**src/rtl/sparse_vec_decoder.sv**
```systemverilog
// Sparse vector decoder: fetches {index,value} words from SRAM and streams them as beats, then a done beat.
// Optional index-order checker is compiled in when SPARSE_DEC_IDX_CHECK_EN is defined.

package sparse_mac_pkg;
  localparam int INDEX_W = 16;
  localparam int VALUE_W = 16;

  typedef struct packed {
    logic [INDEX_W-1:0] index;
    logic [VALUE_W-1:0] value;
    logic               done;
  } decoder_data_t;
endpackage

module sparse_vec_decoder
  import sparse_mac_pkg::*;
#(
  parameter int ADDR_W     = 10,
  parameter int FIFO_DEPTH = 2
) (
  input  logic                       mac_clk,
  input  logic                       mac_rst,
  input  logic                       start_i,
  input  logic [ADDR_W-1:0]          base_addr_i,
  input  logic [ADDR_W-1:0]          nnz_i,
  output logic                       busy_o,
  output logic                       sram_rd_en_o,
  output logic [ADDR_W-1:0]          sram_addr_o,
  input  logic [INDEX_W+VALUE_W-1:0] sram_rdata_i,
  output logic                       decoder_valid_o,
  input  logic                       decoder_ready_i,
  output decoder_data_t              decoder_data_o,
  output logic                       idx_err_o
);

  localparam int PTR_W = $clog2(FIFO_DEPTH);
  localparam int CNT_W = $clog2(FIFO_DEPTH + 1);
  localparam logic [CNT_W:0]   DEPTH_OCC = (CNT_W+1)'(FIFO_DEPTH);
  localparam logic [CNT_W-1:0] DEPTH_CNT = CNT_W'(FIFO_DEPTH);
  localparam logic [PTR_W-1:0] LAST_PTR  = PTR_W'(FIFO_DEPTH - 1);

  typedef enum logic [1:0] {
    ST_IDLE,
    ST_FETCH,
    ST_TAIL,
    ST_WAIT_DONE
  } state_t;

  state_t              state_q, state_d;
  logic [ADDR_W-1:0]   base_q, base_d;
  logic [ADDR_W-1:0]   nnz_q, nnz_d;
  logic [ADDR_W-1:0]   issued_q, issued_d;
  logic                inflight_q, inflight_d;
  decoder_data_t       head_q, head_d;
  logic                head_vld_q, head_vld_d;
  logic [PTR_W-1:0]    wr_ptr_q, wr_ptr_d;
  logic [PTR_W-1:0]    rd_ptr_q, rd_ptr_d;
  logic [CNT_W-1:0]    fifo_cnt_q, fifo_cnt_d;
  decoder_data_t       fifo_mem_q [FIFO_DEPTH];

  logic                rd_en;
  logic                tail_push;
  logic                credit_ok;
  logic                fifo_full;
  logic                fifo_empty;
  logic [CNT_W:0]      occupancy;
  logic                pop;
  logic                head_free;
  logic                fifo_rd;
  logic                fifo_wr;
  logic                head_from_in;
  logic                in_valid;
  decoder_data_t       in_data;

  // Credit counts only registered state, so a pop in this cycle never frees a slot early.
  assign occupancy  = {1'b0, fifo_cnt_q} + {{CNT_W{1'b0}}, inflight_q};
  assign credit_ok  = occupancy < DEPTH_OCC;
  assign fifo_full  = (fifo_cnt_q == DEPTH_CNT);
  assign fifo_empty = (fifo_cnt_q == '0);
  assign pop        = head_vld_q & decoder_ready_i;

  always_comb begin
    state_d   = state_q;
    base_d    = base_q;
    nnz_d     = nnz_q;
    issued_d  = issued_q;
    rd_en     = 1'b0;
    tail_push = 1'b0;
    case (state_q)
      ST_IDLE: begin
        if (start_i) begin
          base_d   = base_addr_i;
          nnz_d    = nnz_i;
          issued_d = '0;
          state_d  = (nnz_i == '0) ? ST_TAIL : ST_FETCH;
        end
      end
      ST_FETCH: begin
        if (credit_ok) begin
          rd_en    = 1'b1;
          issued_d = issued_q + ADDR_W'(1);
          if (issued_d == nnz_q) state_d = ST_TAIL;
        end
      end
      ST_TAIL: begin
        if (!inflight_q && !fifo_full) begin
          tail_push = 1'b1;
          state_d   = ST_WAIT_DONE;
        end
      end
      ST_WAIT_DONE: begin
        if (pop && head_q.done) state_d = ST_IDLE;
      end
      default: state_d = ST_IDLE;
    endcase
  end

  assign inflight_d = rd_en;
  assign in_valid   = inflight_q | tail_push;

  always_comb begin
    in_data = decoder_data_t'({sram_rdata_i, 1'b0});
    if (tail_push) in_data = '{index: '0, value: '0, done: 1'b1};
  end

  // The head register sits in front of the FIFO; an empty FIFO lets a fresh word bypass straight into it.
  always_comb begin
    head_free    = ~head_vld_q | pop;
    fifo_rd      = head_free & ~fifo_empty;
    head_from_in = head_free & fifo_empty & in_valid;
    fifo_wr      = in_valid & ~head_from_in;
    head_d       = head_q;
    head_vld_d   = head_vld_q;
    if (head_free) begin
      head_vld_d = fifo_rd | head_from_in;
      if (fifo_rd)           head_d = fifo_mem_q[rd_ptr_q];
      else if (head_from_in) head_d = in_data;
    end
    wr_ptr_d   = wr_ptr_q;
    rd_ptr_d   = rd_ptr_q;
    if (fifo_wr) wr_ptr_d = (wr_ptr_q == LAST_PTR) ? '0 : wr_ptr_q + PTR_W'(1);
    if (fifo_rd) rd_ptr_d = (rd_ptr_q == LAST_PTR) ? '0 : rd_ptr_q + PTR_W'(1);
    fifo_cnt_d = fifo_cnt_q + CNT_W'(fifo_wr) - CNT_W'(fifo_rd);
  end

  always_ff @(posedge mac_clk or negedge mac_rst) begin
    if (!mac_rst) begin
      state_q    <= ST_IDLE;
      base_q     <= '0;
      nnz_q      <= '0;
      issued_q   <= '0;
      inflight_q <= 1'b0;
      head_q     <= '0;
      head_vld_q <= 1'b0;
      wr_ptr_q   <= '0;
      rd_ptr_q   <= '0;
      fifo_cnt_q <= '0;
    end else begin
      state_q    <= state_d;
      base_q     <= base_d;
      nnz_q      <= nnz_d;
      issued_q   <= issued_d;
      inflight_q <= inflight_d;
      head_q     <= head_d;
      head_vld_q <= head_vld_d;
      wr_ptr_q   <= wr_ptr_d;
      rd_ptr_q   <= rd_ptr_d;
      fifo_cnt_q <= fifo_cnt_d;
    end
  end

  always_ff @(posedge mac_clk) begin
    if (fifo_wr) fifo_mem_q[wr_ptr_q] <= in_data;
  end

`ifdef SPARSE_DEC_IDX_CHECK_EN
  logic [INDEX_W-1:0] prev_idx_q, prev_idx_d;
  logic               have_prev_q, have_prev_d;
  logic               idx_err_q, idx_err_d;

  always_comb begin
    prev_idx_d  = prev_idx_q;
    have_prev_d = have_prev_q;
    idx_err_d   = idx_err_q;
    if (state_q == ST_IDLE && start_i) begin
      have_prev_d = 1'b0;
      idx_err_d   = 1'b0;
    end else if (pop && !head_q.done) begin
      if (have_prev_q && (head_q.index <= prev_idx_q)) idx_err_d = 1'b1;
      prev_idx_d  = head_q.index;
      have_prev_d = 1'b1;
    end
  end

  always_ff @(posedge mac_clk or negedge mac_rst) begin
    if (!mac_rst) begin
      prev_idx_q  <= '0;
      have_prev_q <= 1'b0;
      idx_err_q   <= 1'b0;
    end else begin
      prev_idx_q  <= prev_idx_d;
      have_prev_q <= have_prev_d;
      idx_err_q   <= idx_err_d;
    end
  end

  assign idx_err_o = idx_err_q;
`else
  assign idx_err_o = 1'b0;
`endif

  // busy covers the accepting cycle itself, hence the start_i term.
  assign busy_o          = (state_q != ST_IDLE) | start_i;
  assign sram_rd_en_o    = rd_en;
  assign sram_addr_o     = rd_en ? (base_q + issued_q) : '0;
  assign decoder_valid_o = head_vld_q;
  assign decoder_data_o  = head_q;

endmodule

```
**config.mk**
```make
export PLATFORM = sky130hd
export DESIGN_NAME = sparse_vec_decoder
export DESIGN_NICKNAME = d
export VERILOG_FILES = /design/src/rtl/sparse_vec_decoder.sv
export SDC_FILE = /design/constraint.sdc
export NUM_CORES = 1
export LEC_CHECK = 0
export BUFFER_PORTS_ARGS = -buffer_cell sky130_fd_sc_hd__buf_2
export CORE_ASPECT_RATIO = 1.25
export CORE_MARGIN = 4
export CORE_UTILIZATION = 55
export DETAILED_ROUTE_END_ITERATION = 8
export PLACE_DENSITY_LB_ADDON = 0.2
export SYNTH_ARGS = -nofsm -noshare
export SYNTH_HDL_FRONTEND = slang
export SYNTH_SLANG_ARGS = --single-unit
export TNS_END_PERCENT = 5
```
**constraint.sdc**
```tcl
create_clock -name mac_clk -period 3.7 [get_ports mac_clk]
set_clock_uncertainty 0.15 [all_clocks]
set_input_delay 0.37 -clock mac_clk [delete_from_list [all_inputs] [get_ports mac_clk]]
set_output_delay 0.37 -clock mac_clk [all_outputs]
set_load 0.01 [all_outputs]
```
# After elaboration in Yosys (flattened, before gate mapping)
# Memories as Yosys holds them, arrays and structs flattened.
# Index checks and enable logic that the tools add are counted.
[word_totals]
mem_count = 1
elab_cells = 79
reg_bits = 71
ram_bits = 66
in_bits = 56
out_inout_bits = 47
[op_classes]
n_lt_le_gt_ge = 1
n_addsub = 7
bitwise = 12
reduce_logical = 14
n_mux = 22
n_eq_ne = 10
[mem_list]
columns = ["memory", "words", "width", "rd", "rd_clocked_by_memory_dff", "wr", "line", "source"]
rows = [
  ["fifo_mem_q", 2, 33, 1, 0, 1, "59", "decoder_data_t fifo_mem_q [FIFO_DEPTH];"],
]
[ops]
columns = ["cell", "n"]
rows = [
  ["33-bit two-way mux", 3],
  ["10-bit two-way mux", 3],
  ["10-bit case mux with 2 select lines", 1],
  ["2-bit two-way mux", 6],
  ["10-bit by 1-bit adder with 10-bit output, second input constant", 1],
  ["10-bit adder", 1],
  ["10-bit equality test", 1],
  ["10-bit zero test", 1],
  ["2-bit != test, second input constant", 5],
  ["1-bit two-way mux", 8],
  ["2-bit case mux with 4 select lines", 1],
  ["2-bit equality test, second input constant", 3],
  ["2-bit nonzero test", 3],
  ["1-bit AND", 5],
  ["5-bit AND reduction", 1],
  ["2-bit zero test", 2],
  ["1-bit bitwise OR", 4],
  ["2-bit AND reduction", 2],
  ["2-bit by 1-bit adder with 3-bit output", 1],
  ["3-bit by 2-bit less-than comparator with 1-bit output, second input constant", 1],
  ["1-bit inverter", 3],
  ["3-bit AND reduction", 1],
  ["1-bit adder, second input constant", 2],
  ["2-bit by 1-bit adder with 2-bit output", 1],
  ["4 further kinds", 6],
]

# Longest topological paths before layout
[depth]
word_depth = 11
mapped_depth = 11
ltp_nobuf = 10

# Worst setup path after synthesis
# Ideal clock, no wire load.
[synth_timing]
path_kind = "reg-to-reg"
startpoint = "register state_q[0]"
endpoint = "memory fifo_mem_q[0][0] (netlist bit) (enable)"
t_required_ps = 3127
stages_incl_launch_ff = 7
n_path_buf = 0
setup_slack_ps = 613
synth_period_minus_slack_ps = 3087
arrival_ps = 2514
cell_sequence = "dfrtp_1 -> inv_1 -> ha_1 -> nand2_1 -> inv_1 -> o21ai_0 -> nor2_1"
[synth_via]
elab_chain_len = 8
[synth_lines]
columns = ["item", "line", "source"]
rows = [
  ["start: declaration", "49", "state_t state_q, state_d;"],
  ["start signal: assignment", "159", "state_q <= state_d;"],
  ["2-bit equality test *", "89", "case (state_q)"],
  ["1-bit two-way mux *", "89", ""],
  ["1-bit bitwise OR *", "119", "assign in_valid = inflight_q | tail_push;"],
  ["1-bit AND", "130", "head_from_in = head_free & fifo_empty & in_valid;"],
  ["1-bit inverter", "131", "fifo_wr = in_valid & ~head_from_in;"],
  ["1-bit AND *", "131", ""],
  ["1-bit two-way mux *", "173", "if (fifo_wr) fifo_mem_q[wr_ptr_q] <= in_data;"],
  ["1-bit two-way mux (not written as such) *", "173", ""],
  ["end: declaration", "59", ""],
]
# Every way passes the cells marked *; elsewhere a longest branch is shown, timed or not.

# Worst setup path in the final report
[layout_timing]
startpoint = "register issued_q[1]"
endpoint = "output port sram_addr_o[9]"
[layout_via]
elab_chain_len = 2
[layout_lines]
columns = ["item", "line", "source"]
rows = [
  ["start: declaration", "52", "logic [ADDR_W-1:0] issued_q, issued_d;"],
  ["start signal: assignment", "162", "issued_q <= issued_d;"],
  ["10-bit adder", "215", "assign sram_addr_o = rd_en ? (base_q + issued_q) : '0;"],
  ["10-bit two-way mux", "215", ""],
  ["end: declaration", "28", "output logic [ADDR_W-1:0] sram_addr_o,"],
]
# No other way between the ends.

==> run_results.csv <==
group,metric,value,unit
critical_path,rr_endpoint,"state_q[1]$_DFFE_PN0P_",
cts,tritoncts,"yes",
finish,finalNetCount,722,
finish,synthToLayoutAreaGrowth,19.9,%
critical_path,crit_family,"compound AO/OA/AOI/OAI gates",
cts,post-cts-setup-buffers,0,
critical_path,worstPathArrival,2.71,ns
routing,drt_pass1_iterations,7,
grt,grt_antenna_before_repair,0,
cts,root_buffer,"clkbuf_16",
logic_synthesis,yosys.area.top_type,"edfxtp_1",
timing,tightestPinTransition,1.16,ns
logic_synthesis,synth_nets,626,
critical_path,startpoint,"issued_q[1]$_DFFE_PN0P_",
cts,cts_buffer_depth,2,
critical_path,path_max_fanout,6,
routing,routedWlPerCell,18.5,um
logic_synthesis,ys_types,51,
die,die_h,130,um
logic_synthesis,synth_top_area_share,30.3,%
timing,grt_setup_unrepaired,"false",
grt,grt_use_total,23.2,%
logic_synthesis,synth-xor-area-share,2.28,%
timing,final_hold_viol_count,0,
logic_synthesis,ys_seq_area_share,57.5,%
grt,globalRouteOverflowTotal,0,
routing,viasPerCell,5.91,
grt,grt_util_met2,41.1,%
place,numPortBuffers,101,
logic_synthesis,synth_compound_area_share,16.2,%
logic_synthesis,synth-edff-count,66,
routing,drc,0,
pwr,powerDensity,436,nW/um^2
logic_synthesis,synthSimpleGateAreaFrac,13.2,%
routing,drt_iter0_markers,258,
finish,final_util,67.4,%
grt,grt.met1_usage,27.9,%
critical_path,path_cells,"ha_1 -> a21o_1 -> a21oi_1 -> o21ai_0 -> a2111oi_0 -> o21ai_0 -> a21oi_1 -> buf_2",
routing,antenna_left,0,
grt,use_met3,5.34,%
place,post-dp-hpwl,10.2,mm
pwr,max-vdd-ir-drop,0.000327,V
critical_path,worstSetupPathType,"flop to output pin",
pwr,switching_share,20.6,%
routing,vias,4862,
pwr,p_leak,0.00337,uW
run,maxCapViolCount,0,
timing,drv_slew,0,
logic_synthesis,synthMuxAreaShare,4.23,%
cts,clk_latency,0.42,ns
die,die_area,13700,um^2
timing,setup_viol,0,
critical_path,cp-end-kind,"output pin",
finish,drive_gt1_share,26.6,%
logic_synthesis,synthesis.instances,552,
die,fp-row-count,44,
critical_path,reg2regPathDepth,7,
place,gp_congestion,0.857,
critical_path,reg2reg_slack,0.93,ns
critical_path,start_kind,"flop",
logic_synthesis,ys_seq_elements,137,
critical_path,r2r-start,"issued_q[0]$_DFFE_PN0P_",
logic_synthesis,ys_warn_count,0,
grt,grt_max_degree,72,
logic_synthesis,synth_area,6540,um^2
grt,top_usage_layer,"met2",
critical_path,critPathMaxStageDelay,0.48,ns
logic_synthesis,synthAdderAreaFrac,3.56,%
run_status,status,"completed",
logic_synthesis,synth_area_leaders,"edfxtp_1, dfrtp_1, a32oi_1, a211oi_1, mux2_2",
logic_synthesis,synth_area_per_cell,11.8,um^2
pwr,p_seq_share,46.8,%
critical_path,critPathSlowestCell,"a2111oi_0",
timing,hold_slack,0.0286,ns
timing,max_freq,309,MHz
timing,min_period,3.23,ns
die,die_w,106,um
cts,ctsHtreeMaxLevel,4,
grt,grt_pass1_vias,4816,
cts,numCtsBuffers,17,
logic_synthesis,synth_top_family_by_area,"compound AO/OA/AOI/OAI gates",
cts,numClockSinks,137,
critical_path,worst-path-stages,8,
die,ios,103,
timing,setup_tns,0,ns
timing,relSlewSlack,22.2,%
logic_synthesis,synth.cells.most_frequent,"dfrtp_1, edfxtp_1, a21oi_1",
die,core_area,11600,um^2
logic_synthesis,ys.flop_type,"dfrtp_1",
logic_synthesis,synth.most_common_cell,"dfrtp_1",
die,start_util,56.3,%
cts,cts_resized,0,
pwr,combPwrFrac,2.1,%
worst_hold_path,holdCritPathClass,"input pin to flop",
routing,wirelength,15.2,mm
cts,postCtsHoldBufs,1,
logic_synthesis,ys_async_sr_fraction,51.8,%
grt,grt_pass1_wl,24.6,mm
pwr,pwr-share-clk,51.1,%
critical_path,path_buf_inv,1,
cts,path_clk_slew,0.06,ns
pwr,p_sw,703,uW
pwr,power.internal,2710,uW
timing,post-route-period-util,87.4,%
critical_path,crit_required,3.18,ns
finish,diodes,0,
critical_path,cp-endpoint,"sram_addr_o[9]",
==> cell type report <==
class / count / area, um^2
Fill cell: 901 / 3780
Sequential cell: 137 / 3760
Multi-Input combinational cell: 366 / 2620
Timing Repair Buffer: 112 / 593
Clock buffer: 19 / 443
Tap cell: 161 / 201
Clock inverter: 13 / 168
Inverter: 14 / 52.6
==> per-stage QoR <==
step	cell area, um^2	std cells	setup WS [ns]	power, uW
6_report	7840	822	0.467	3420
5_1_grt	7840	822	0.143	3520
4_1_cts	7840	822	0.453	3440
3_5_place_dp	7210	789	0.929	1700
3_3_place_gp	7210	789	0.986	1700
2_1_floorplan	6540	552	0.613	1640
==> cell families after synthesis <==
group                    count (synthesis)
buffers and inverters                   49
multiplexers                            25
other                                    1
AND/OR/NAND/NOR                        151
adder cells (fa/ha/maj)                 18
flip-flops                             137
XOR/XNOR                                17
AO/OA/AOI/OAI                          154
==> worst min path at each step <==
stage                                startpoint                     to  slack, ns  cells past startpoint
after floorplan                         mac_rst  base_q[0]$_DFFE_PN0P_      -0.08                      0
after global placement    base_q[0]$_DFFE_PN0P_  base_q[0]$_DFFE_PN0P_       0.35                      1
after detailed placement  base_q[0]$_DFFE_PN0P_  base_q[0]$_DFFE_PN0P_       0.36                      1
after CTS                        base_addr_i[3]  base_q[3]$_DFFE_PN0P_       0.01                      2
after global routing             base_addr_i[7]  base_q[7]$_DFFE_PN0P_       0.02                      2
final                            base_addr_i[3]  base_q[3]$_DFFE_PN0P_       0.03                      2
==> worst reg2reg max path, cell delays in order (launching register included) <==
cell       delay (ns)
dfrtp_1          0.46
ha_1             0.31
nand3_1          0.17
or3_1            0.41
a2111oi_2        0.36
nand4_1          0.23
or4_1            0.54
nand3_1          0.08
==> sequential cells by signal, indices dropped and copies added, names as in the netlist <==
name             count
base_q              10
decoder_data_o      33
decoder_valid_o      1
fifo_cnt_q           2
fifo_mem_q          66
inflight_q           1
issued_q            10
nnz_q               10
rd_ptr_q             1
state_q              2
wr_ptr_q             1
==> layer usage <==
| layer | part of all wire (%) | vias up |
|---|---|---|
| li1 | - | 2275 |
| met1 | 39 | 2409 |
| met2 | 53 | 157 |
| met3 | 5.5 | 21 |
| met4 | 1.8 | 0 |
| met5 | 0 | - |
==> cells in the final DEF, fill, tap and decap left out, drive strengths merged, types with 16 or more instances in the layout <==
cell type,n
buf,111
dfrtp,71
edfxtp,66
a21oi,39
nor2b,37
a211oi,35
and2,33
a32oi,32
o21ai,22
mux2,21
clkbuf,19
nand2,18
ha,17
nor2,16
==> power groups by stage <==
| stage | combinational (uW) | clock [uW] | sequential (uW) |
|---|---|---|---|
| finish | 71.6 | 1750 | 1600 |
| floorplan | 16.5 | 0 | 1630 |
| global route | 81.1 | 1840 | 1600 |
| global placement | 69.6 | 0 | 1630 |
| detailed placement | 71.5 | 0 | 1630 |
| CTS | 73.0 | 1770 | 1600 |
Power figures use the tool's default switching activity.
